[src/rtl/ccff_loader_pkg.sv]
// ccff_loader_pkg
//   Shared definitions for the configuration-chain loader: the FSM state
//   enum and the helper that sizes counters able to hold the value n.
package ccff_loader_pkg;

    typedef enum logic [1:0] {
        IDLE      = 2'd0,
        WAIT_WORD = 2'd1,
        SHIFT     = 2'd2,
        DONE      = 2'd3
    } state_t;

    // Width of a counter that must represent 0..n inclusive.
    function automatic int cnt_w(input int n);
        return (n < 1) ? 1 : $clog2(n + 1);
    endfunction

endpackage

[src/rtl/ccff_chain_loader.sv]
// ccff_chain_loader
//   Serialises configuration words into a configuration-flip-flop chain of
//   CHAIN_LEN bits, LSB of each word first. Words are taken over a
//   valid/ready handshake; the next word can be taken during the last bit
//   of the current one so a continuous supply gives bubble-free shifting.
//
// Ports
//   prog_clk    : clock, all state on rising edge
//   prog_reset  : synchronous active-high reset
//   start       : begin a load (honoured in IDLE / DONE only)
//   abort       : cancel a load in progress (WAIT_WORD / SHIFT only)
//   word_valid  : word_data is valid
//   word_data   : configuration word, bit 0 shifted first
//   word_ready  : loader takes word_data this cycle
//   ccff_head   : serial data into the chain head
//   shift_en    : chain advances this cycle
//   busy        : load in progress (WAIT_WORD or SHIFT)
//   done        : chain fully loaded
//   bit_count   : bits shifted in the current or last load
module ccff_chain_loader
    import ccff_loader_pkg::*;
#(
    parameter int WORD_W    = 32,
    parameter int CHAIN_LEN = 1024
) (
    input  logic                           prog_clk,
    input  logic                           prog_reset,
    input  logic                           start,
    input  logic                           abort,
    input  logic                           word_valid,
    input  logic [WORD_W-1:0]              word_data,
    output logic                           word_ready,
    output logic                           ccff_head,
    output logic                           shift_en,
    output logic                           busy,
    output logic                           done,
    output logic [$clog2(CHAIN_LEN+1)-1:0] bit_count
);

    localparam int BC_W = cnt_w(CHAIN_LEN);
    localparam int BL_W = cnt_w(WORD_W);

    state_t            state;
    state_t            state_nxt;
    logic [WORD_W-1:0] shift_reg;
    logic [BL_W-1:0]   bits_left;   // bits of the current word still to shift
    logic              last_bit;
    logic              final_bit;
    logic              xfer;
    logic [BC_W-1:0]   count_next;
    logic [BC_W-1:0]   room;
    logic [BL_W-1:0]   take;

    // ---------------- state register ----------------
    always_ff @(posedge prog_clk) begin
        if (prog_reset) state <= IDLE;
        else            state <= state_nxt;
    end

    // ---------------- next-state logic ----------------
    always_comb begin
        state_nxt = state;
        case (state)
            IDLE, DONE: begin
                if (start) state_nxt = WAIT_WORD;
            end
            WAIT_WORD: begin
                if (abort)     state_nxt = IDLE;
                else if (xfer) state_nxt = SHIFT;
            end
            SHIFT: begin
                // abort outranks both the final-bit and the refill decision
                if (abort)          state_nxt = IDLE;
                else if (final_bit) state_nxt = DONE;
                else if (last_bit)  state_nxt = xfer ? SHIFT : WAIT_WORD;
            end
            default: state_nxt = IDLE;
        endcase
    end

    // ---------------- output / handshake logic ----------------
    always_comb begin
        last_bit   = (bits_left == BL_W'(1));
        final_bit  = (bit_count == BC_W'(CHAIN_LEN - 1));
        // an aborting cycle neither shifts nor accepts a word
        shift_en   = (state == SHIFT) && !abort;
        ccff_head  = shift_en & shift_reg[0];
        word_ready = !abort &&
                     ((state == WAIT_WORD) ||
                      ((state == SHIFT) && last_bit && !final_bit));
        xfer       = word_valid & word_ready;
        busy       = (state == WAIT_WORD) || (state == SHIFT);
        done       = (state == DONE);
    end

    // Bits a newly accepted word may contribute: limited by the room left in
    // the chain once this cycle's shift (if any) has been counted.
    always_comb begin
        count_next = bit_count + BC_W'(shift_en);
        room       = BC_W'(CHAIN_LEN) - count_next;
        if (32'(room) >= WORD_W) take = BL_W'(WORD_W);
        else                     take = BL_W'(room);
    end

    // ---------------- datapath ----------------
    always_ff @(posedge prog_clk) begin
        if (prog_reset) begin
            shift_reg <= '0;
            bits_left <= '0;
            bit_count <= '0;
        end else begin
            if (((state == IDLE) || (state == DONE)) && start)
                bit_count <= '0;
            if (shift_en) begin
                bit_count <= count_next;
                shift_reg <= shift_reg >> 1;
                bits_left <= bits_left - BL_W'(1);
            end
            // a refill lands on the last bit of the previous word, so it
            // replaces the shifted value rather than racing with it
            if (xfer) begin
                shift_reg <= word_data;
                bits_left <= take;
            end
        end
    end

endmodule

[config.mk]
export PLATFORM = sky130hd
export DESIGN_NAME = ccff_chain_loader
export DESIGN_NICKNAME = d
export VERILOG_FILES = /design/src/rtl/ccff_loader_pkg.sv /design/src/rtl/ccff_chain_loader.sv
export SDC_FILE = /design/constraint.sdc
export NUM_CORES = 1
export LEC_CHECK = 0
export BUFFER_PORTS_ARGS = -buffer_cell sky130_fd_sc_hd__buf_2
export CORE_MARGIN = 2
export CORE_UTILIZATION = 40
export CTS_BUF_LIST = sky130_fd_sc_hd__clkbuf_4 sky130_fd_sc_hd__clkbuf_8
export CTS_CLUSTER_SIZE = 40
export DETAILED_ROUTE_END_ITERATION = 16
export SLEW_MARGIN = 20
export SYNTH_ARGS = -nofsm -noshare
export SYNTH_HDL_FRONTEND = slang
export SYNTH_SLANG_ARGS = --single-unit
[constraint.sdc]
create_clock -name prog_clk -period 4.55 [get_ports prog_clk]
set_input_delay 0 -clock prog_clk [delete_from_list [all_inputs] [get_ports prog_clk]]
set_output_delay 0 -clock prog_clk [all_outputs]
set_load 0.01 [all_outputs]
==> metrics.yaml <==
run_status: "completed"
setup_viol: 0
ios: 53
swShare_pct: 25.7
path_depth: 13
rr_worst_depth: 13
finalHoldViolCount: 0
initial_utilization_pct: 41.1
nNetsFinal: 447
tightest_slew_ns: 1.01
reg2reg_from: "state[0]"
path_clk_slew_ns: 0.10
cts_resized: 0
drt-total-wl_um: 6690
fin_crit_sh_pct: 75.8
hold_path.startpoint: "word_data[17]"
drt_first_pass_iters: 4
cp_top_family: "simple AND/OR/NAND/NOR gates"
synth_sequential_area_ratio_pct: 34.2
cts_setup_buffers: 0
clockPowerShare_pct: 33.1
worstHoldPathType: "in2reg"
antenna_cells: 0
grt_pass1_wl_um: 11200
synth.distinct_cells: 50
required_ns: 4.76
power_switching_mw: 0.240
grt_pass1_vias: 2451
clock_skew_ns: 0.0118
layout_common_cells: "nand2_1 (69), nor2_1 (52), buf_2 (52)"
whs_ns: 0.00922
largest_reg_flops: 32
rows: 31
insertion_delay_ns: 0.31
synthCells: 354
routed_via_density: 5.31
crit_path_start_kind: "register"
die_w_um: 90.4
cp_num_buf_inv: 3
relSlewSlack_pct: 32.6
ys_ff_latch: 51
cts_tree: "done"
power_frac_comb_pct: 15.1
path_common_cell: "ha_1"
gp_congestion: 0.754
critPathArrivalTime_ns: 3.66
grt_usage_pct: 16.4
synth_fp_nets: 400
dr_total_vias: 2654
internal_power_mw: 0.694
antenna_found_initial: 0
portBuffers: 52
dieHeight_um: 90.4
leakage_nw: 1.29
die-area_um2: 8170
cts_sinks: 51
wire_per_inst_um: 13.4
drc_errors: 0
syn_area_um2: 2980
tns_ns: 0
synth_edf_count: 0
critPathMaxFanout: 44
htreeDepth: 2
core_area_um2: 7250
powerDensity_nw_per_um2: 270
area_delta_synth_final_pct: 15.8
clock.fmax_mhz: 290
hold_buffers: 8
slew_violations: 0
grt_overflow: 0
grt_start_max_net_pins: 73
synthArstFlopShare_pct: 0
syn_avg_cell_area_um2: 8.43
cts_buffers: 5
antenna_left: 0
drive_above_1_share_pct: 25.4
drtIter0Drc: 129
crit_type: "reg2reg"
yosysWarnings: 0
seq_power_share_pct: 51.8
ir_drop_uv: 136
critPathMaxStageDelay_ns: 0.59
cts_buffer_depth: 2
finalPower_mw: 0.934
rsz0062_at_grt: "no"
cts_root_buf: "clkbuf_8"
cp_cell_sequence: "inv_1, ha_1, nand2_1, clkinv_1, buf_4, ha_1, ha_1, or4b_2, o31ai_1, nor3_1, nor4b_1, o22ai_2, o21a_1"
cp_slowest_cell: "or4b_2"
whs_path_depth: 3
end_kind: "register"
synthFlopType: "dfxtp_1"
final_common_cell: "nand2_1"
maxCapViolCount: 0
startpoint: "state[0]"
dp.final_hpwl_um: 4300
layout_min_cycle_time_ns: 3.45
==> power by group through the flow <==
stage | clock network (mW) | logic, mW | registers (mW)
5_1_grt | 0.342 | 0.157 | 0.487
3_5_place_dp | 0 | 0.136 | 0.494
6_report | 0.309 | 0.142 | 0.484
2_1_floorplan | 0 | 0.106 | 0.491
3_3_place_gp | 0 | 0.135 | 0.494
4_1_cts | 0.325 | 0.142 | 0.484
==> worst min-delay path, cell delays in order <==
cell,delay (ns)
buf_2,0.09
nor2_1,0.11
a311oi_2,0.06
==> cells in the mapped netlist (6+ instances only) <==
library cell | count | area [µm²]
a21oi_1 | 16 | 80.1
a311oi_2 | 31 | 465
buf_6 | 7 | 78.8
clkbuf_1 | 15 | 56.3
dfxtp_1 | 51 | 1020
ha_1 | 9 | 113
inv_1 | 11 | 41.3
nand2_1 | 69 | 259
nand3_1 | 7 | 35.0
nor2_1 | 52 | 195
o21ai_0 | 7 | 35.0
xor2_1 | 6 | 52.6
==> per-layer routing <==
layer	share of wire [%]	track usage [%]	vias up
met1	52	22.4	1242
li1	-	-	1357
met2	44	25.9	50
met3	3.4	3.01	5
met4	1.2	6.28	0
met5	0	0	-
==> layout make-up <==
class,instances,area (µm²)
Fill cell,732,3800
Multi-Input combinational cell,266,1770
Sequential cell,51,1020
Timing Repair Buffer,65,393
Tap cell,99,124
Clock buffer,5,68.8
Inverter,12,45.0
Clock inverter,2,37.5
==> metrics by stage <==
step | util (%) | setup WS (ns) | std cells | instance area [µm²]
after global routing | 47.6 | 0.883 | 500 | 3460
after global placement | 44.9 | 1.19 | 484 | 3260
final | 47.6 | 1.10 | 500 | 3460
after CTS | 47.5 | 1.09 | 499 | 3450
after floorplan | - | 0.942 | 354 | 2980
after detailed placement | 44.9 | 1.12 | 484 | 3260
==> worst paths after layout <==
path	to	slack, ns
max	bits_left[5]	1.10
max reg2reg	bits_left[5]	1.10
min	shift_reg[17]	0.009
min reg2reg	shift_reg[31]	0.48
==> cell families after synthesis <==
group	synth area share, %
AOI/OAI and AO/OA	27.3
muxes	0.335
and+or+nand+nor	24.6
adders and majority gates	3.77
xor gates and xnor gates	3.23
DFF	34.2
buffers and inverters	6.62
No activity file was read; power rests on OpenSTA's default activity.
